[src/rtl/kdw_reader.sv]
// Depthwise kernel reader: fetches the K_DW*K_DW weights of one channel from
// the DW kernel RAM, assembles them into a flat kernel word and holds it
// until the consumer accepts it.

package irb_pkg;
    localparam int WG_W       = 8;
    localparam int KDW_N_ELEM = 80;
endpackage

module kdw_reader
    import irb_pkg::*;
#(
    parameter int K_DW = 3,
    parameter int CH_W = 8
) (
    input  logic                          clk,
    input  logic                          rst,
    input  logic                          start,
    input  logic [CH_W-1:0]               ch,
    output logic [$clog2(KDW_N_ELEM)-1:0] ram_addr,
    output logic                          ram_rd,
    input  logic [WG_W-1:0]               ram_res,
    output logic [K_DW*K_DW*WG_W-1:0]     kern,
    output logic                          kern_valid,
    input  logic                          kern_ready,
    output logic                          busy,
    output logic                          err
);

    // state | meaning
    // IDLE  | waiting for start
    // READ  | issuing one RAM address per cycle
    // DRAIN | last read in flight, capturing final weight
    // HOLD  | kernel complete, waiting for kern_ready

    localparam int AW = $clog2(KDW_N_ELEM);
    localparam int NK = K_DW * K_DW;
    localparam int CW = (NK > 1) ? $clog2(NK) : 1;

    typedef enum logic [1:0] {IDLE, READ, DRAIN, HOLD} state_t;

    state_t        state;
    state_t        state_nxt;
    logic [AW-1:0] base;
    logic [CW-1:0] cnt;
    logic [CW-1:0] idx;
    logic          cap_en;
    logic [31:0]   base_full;
    logic          legal;
    logic          accept;
    logic          last_rd;

    // Legality is checked at 32 bits so an out-of-range channel cannot alias
    // into a legal address after truncation.
    always_comb begin
        base_full = 32'(ch) * 32'(NK);
        legal     = (base_full + 32'(NK) - 32'd1) <= 32'(KDW_N_ELEM - 1);
        accept    = (state == IDLE) && start && legal;
        last_rd   = (cnt == CW'(NK - 1));
    end

    // State register
    always_ff @(posedge clk) begin
        if (rst) state <= IDLE;
        else     state <= state_nxt;
    end

    // Next-state logic
    always_comb begin
        state_nxt = state;
        case (state)
            IDLE:    if (accept) state_nxt = READ;
            READ:    if (last_rd) state_nxt = DRAIN;
            DRAIN:   state_nxt = HOLD;
            HOLD:    if (kern_ready) state_nxt = IDLE;
            default: state_nxt = IDLE;
        endcase
    end

    // Outputs decoded from state
    always_comb begin
        ram_rd     = (state == READ);
        ram_addr   = (state == READ) ? (base + AW'(cnt)) : '0;
        busy       = (state != IDLE);
        kern_valid = (state == HOLD);
    end

    // Address counter, read-data capture pipeline and error pulse
    always_ff @(posedge clk) begin
        if (rst) begin
            base   <= '0;
            cnt    <= '0;
            idx    <= '0;
            cap_en <= 1'b0;
            err    <= 1'b0;
            kern   <= '0;
        end else begin
            err    <= (state == IDLE) && start && !legal;
            cap_en <= (state == READ);
            idx    <= cnt;
            if (accept) begin
                base <= AW'(base_full);
                cnt  <= '0;
            end else if ((state == READ) && !last_rd) begin
                cnt <= cnt + 1'b1;
            end
            if (cap_en) kern[int'(idx)*WG_W +: WG_W] <= ram_res;
        end
    end

endmodule

[config.mk]
export PLATFORM = sky130hd
export DESIGN_NAME = kdw_reader
export DESIGN_NICKNAME = d
export VERILOG_FILES = /design/src/rtl/kdw_reader.sv
export SDC_FILE = /design/constraint.sdc
export NUM_CORES = 1
export LEC_CHECK = 0
export BUFFER_PORTS_ARGS = -buffer_cell sky130_fd_sc_hd__buf_2
export CORE_ASPECT_RATIO = 1.75
export CORE_MARGIN = 2
export CORE_UTILIZATION = 48
export DETAILED_ROUTE_END_ITERATION = 10
export HOLD_SLACK_MARGIN = 0.15
export PLACE_DENSITY = 0.77
export SYNTH_ARGS = -nofsm -noshare
export SYNTH_HDL_FRONTEND = slang
export SYNTH_SLANG_ARGS = --single-unit
[constraint.sdc]
create_clock -name clk -period 3.1 [get_ports clk]
set_input_delay 0.62 -clock clk [delete_from_list [all_inputs] [get_ports clk]]
set_output_delay 0.62 -clock clk [all_outputs]
set_load 0.02 [all_outputs]
==> flow_summary_export.csv <==
group,metric,value,unit
setup_path,slowest_delay,0.47,ns
synth,synth.most_common_cell,"dfxtp_1",
min_path,holdPathStages,2,
synth,synth_largest_area_cell,"dfxtp_1",
global_route,grtUsageMet1,0.2311,
sta,hold_violations,0,
floorplanning,die-area,0.009568,mm2
synth,syn_avg_cell_area,9.464,um2
clocking,numClockSinks,91,
synth,synthTopCellsByArea,"dfxtp_1 (43%), mux2i_1 (14%), ha_1 (7.1%)",
layout,insertedDiodeCount,0,
clocking,clkTransAtPathRegs,0.06,ns
drt,dr_total_vias,3554,
job,maxCapViolations,0,
drt,antenna_left,0,
floorplanning,initial_utilization,0.4889,
clocking,cts_buffers,9,
sta,fmax,0.3402,GHz
power_and_ir_drop,leakagePower,2.401,nW
synth,synth_cells,445,
global_route,grt_pass1_vias,3389,
global_route,use_met2,0.4066,
sta,slew_headroom,0.5433,
clocking,hold_buffers,0,
setup_path,cp_data_required_time,3.37,ns
layout,synthToLayoutAreaGrowth,23.29,%
synth,synth_cell_types,45,
setup_path,crit_arrival,3.21,ns
power_and_ir_drop,peakVddDrop,323.1,uV
global_route,top_usage_layer,"met2",
floorplanning,core,0.008615,mm2
layout,nFillCells,750,
global_route,track_usage,0.2231,
clocking,clk_path_buf_depth,2,
synth,async_reset_ff_frac,0,
synth,synth_common_cells,"dfxtp_1 (91), nor2_1 (74), mux2i_1 (61)",
setup_path,cp_max_fo,4,
setup_path,reg2reg_depth,7,
synth,synth_enable_flop_cells,0,
drt,wl_per_cell,15.42,um
floorplanning,rows,45,
setup_path,reg2reg_to,"kern[33]",
global_route,grt_pass1_wl,16170,um
min_path,hp-start,"kern[5]",
drt,finalWirelength,10380,um
sta,rsz0062_at_grt,"no",
sta,clock_skew,0.007585,ns
clocking,cts_setup_buffers,0,
synth,syn_nets,491,
floorplanning,die_w,74.81,um
floorplanning,ioPinCount,103,
power_and_ir_drop,power_frac_comb,0.170,
setup_path,critical_path_class,"input pin to flop",
setup_path,path_cells,"buf_2 -> ha_1 -> ha_1 -> inv_1 -> fa_2 -> nand3b_1 -> nand2b_1 -> o2111a_2 -> or2_2 -> a31oi_2 -> mux2i_1",
power_and_ir_drop,power_density,530.7,mW/mm2
synth,ys_seq_area_frac,0.4326,
run_status,outcome,"finished, final reports clean",
sta,post-route-period-util,0.9483,
synth,synthesis.area,0.004212,mm2
layout,nets,597,
synth,ys_ff_latch,91,
global_route,grt_max_degree,68,
power_and_ir_drop,p_sw,761.8,uW
min_path,min_to,"kern[5]",
synth,yosysTopAreaCellShare,0.4326,
setup_path,worst_path_most_repeated_cell,"ha_1",
drt,drc,0,
setup_path,r2r_slack,0.66,ns
min_path,hold_path.class,"flop to flop",
place,port_buffers,102,
layout,register_area,0.001822,mm2
clocking,insertion_delay,0.34,ns
floorplanning,chipHeight,127.9,um
sta,tightest_slew,0.6826,ns
drt,drtPass1Iterations,4,
sta,setup_viol,0,
layout,drive_gt1_frac,0.2572,
layout,multi_input_area,0.002295,mm2
power_and_ir_drop,p_seq_frac,0.444,
global_route,grtUsageMet3,0.05660,
setup_path,worstSetupStartpoint,"ch[1]",
power_and_ir_drop,internal_power,1.994,mW
clocking,cts-root-buf,"clkbuf_16",
setup_path,cp-end-kind,"flop",
place,gp_congestion,0.9046,
layout,layout.cells.non_filler,673,
synth,synth_ff_type,"dfxtp_1",
drt,avgViaCountPerCell,5.281,
global_route,grt_overflow_total,0,
power_and_ir_drop,power_frac_clock,0.386,
setup_path,start_kind,"input pin",
clocking,h-tree-depth,3,
setup_path,timing.rr.start,"idx[0]",
drt,drt_iter0_markers,233,
setup_path,cpMaxStageDelayCell,"fa_2",
synth,synth_warnings,0,
global_route,grt_antenna_before_repair,0,
power_and_ir_drop,total_power,2.756,mW
power_and_ir_drop,switching_share,0.2764,
clocking,cts_tree,"built",
sta,drv_slew,0,
place,dp.cells,657,
place,dp_hpwl,7911,um
sta,post-route-min-period,2.940,ns
-- kinds of logic after synthesis --
| family | share of synthesized area |
|---|---|
| muxes | 0.1450 |
| adders and majority gates | 0.08081 |
| and+or+nand+nor | 0.1937 |
| DFF | 0.4326 |
| AOI/OAI and AO/OA | 0.09269 |
| buffers and inverters | 0.02614 |
| xor gates and xnor gates | 0.02912 |
-- sequential cells by signal (all words and copies together) (netlist names) --
| name | count |
|---|---|
| idx | 4 |
| cnt | 4 |
| err | 1 |
| kern | 72 |
| state | 2 |
| base | 7 |
| cap_en | 1 |
-- layout by cell type, fill, tap and decap left out, types with 3 or more instances in the layout --
cell and count:
a21o_1 3, a21oi_1 27, and2_1 12, buf_2 102, buf_4 7, clkbuf_16 9, clkinv_2 3, dfxtp_1 91
ha_1 24, inv_1 14, mux2i_1 61, nand2_1 20, nand2b_1 6, nand3_1 16, nand4_1 4, nor2_1 74
nor2_2 5, nor2b_1 6, nor3_1 7, o21ai_0 12, xnor2_1 9, xor2_1 5
-- metrics by stage --
step | TNS (ns) | util | hold WS, ns | setup WS [ns] | instance area (um2)
4_1_cts | 0 | 0.6010 | 0.4523 | 0.09367 | 5177
3_5_place_dp | -1.257 | 0.5669 | 0.4441 | -0.1682 | 4883
2_1_floorplan | 0 | - | 0.4539 | 0.1091 | 4212
5_1_grt | 0 | 0.6028 | 0.4689 | 0.02392 | 5192
6_report | 0 | 0.6028 | 0.4489 | 0.1603 | 5192
3_3_place_gp | -0.1451 | 0.5669 | 0.4387 | -0.05384 | 4883
-- metal layers --
layer | vias up | wire length (um)
met5 | - | 19
met4 | 2 | 262
li1 | 1746 | -
met2 | 106 | 5627
met3 | 19 | 519
met1 | 1681 | 3948
-- worst max path at each step --
| stage | end | slack, ns |
|---|---|---|
| floorplan | state[0] | 0.11 |
| global placement | state[1] | -0.05 |
| detailed placement | cnt[2] | -0.17 |
| CTS | ram_addr[6] | 0.09 |
| global route | state[0] | 0.02 |
| finish | state[0] | 0.16 |
-- layout make-up --
type | count | area share
multi-input cells | 325 | 0.4419
flip-flops and latches | 91 | 0.3508
repair buffers | 110 | 0.1123
clock buffers | 9 | 0.04337
well taps | 117 | 0.02819
clock inverters | 7 | 0.01325
inverters | 14 | 0.01012
-- power by group through the flow --
| stage | registers (mW) | clock network [mW] | logic (mW) |
|---|---|---|---|
| 6_report | 1.22 | 1.06 | 0.469 |
| 5_1_grt | 1.23 | 1.12 | 0.518 |
| 4_1_cts | 1.22 | 1.08 | 0.463 |
| 3_5_place_dp | 1.25 | 0 | 0.460 |
| 3_3_place_gp | 1.25 | 0 | 0.447 |
| 2_1_floorplan | 1.26 | 0 | 0.315 |
-- critical path: cells and delay by family --
kind,cells,cell delay [ns]
AND/OR/NAND/NOR,3,0.72
AO/OA/AOI/OAI,2,0.49
multiplexers,1,0.22
adder cells (fa/ha/maj),3,0.98
buffers and inverters,2,0.18
-- repair_timing --
action                                  4_1_cts  5_1_grt
endpoints found under the hold margin         0        0
gates resized for setup                       0        3
endpoints found under the setup margin        0        3
Power figures use the tool's default switching activity.
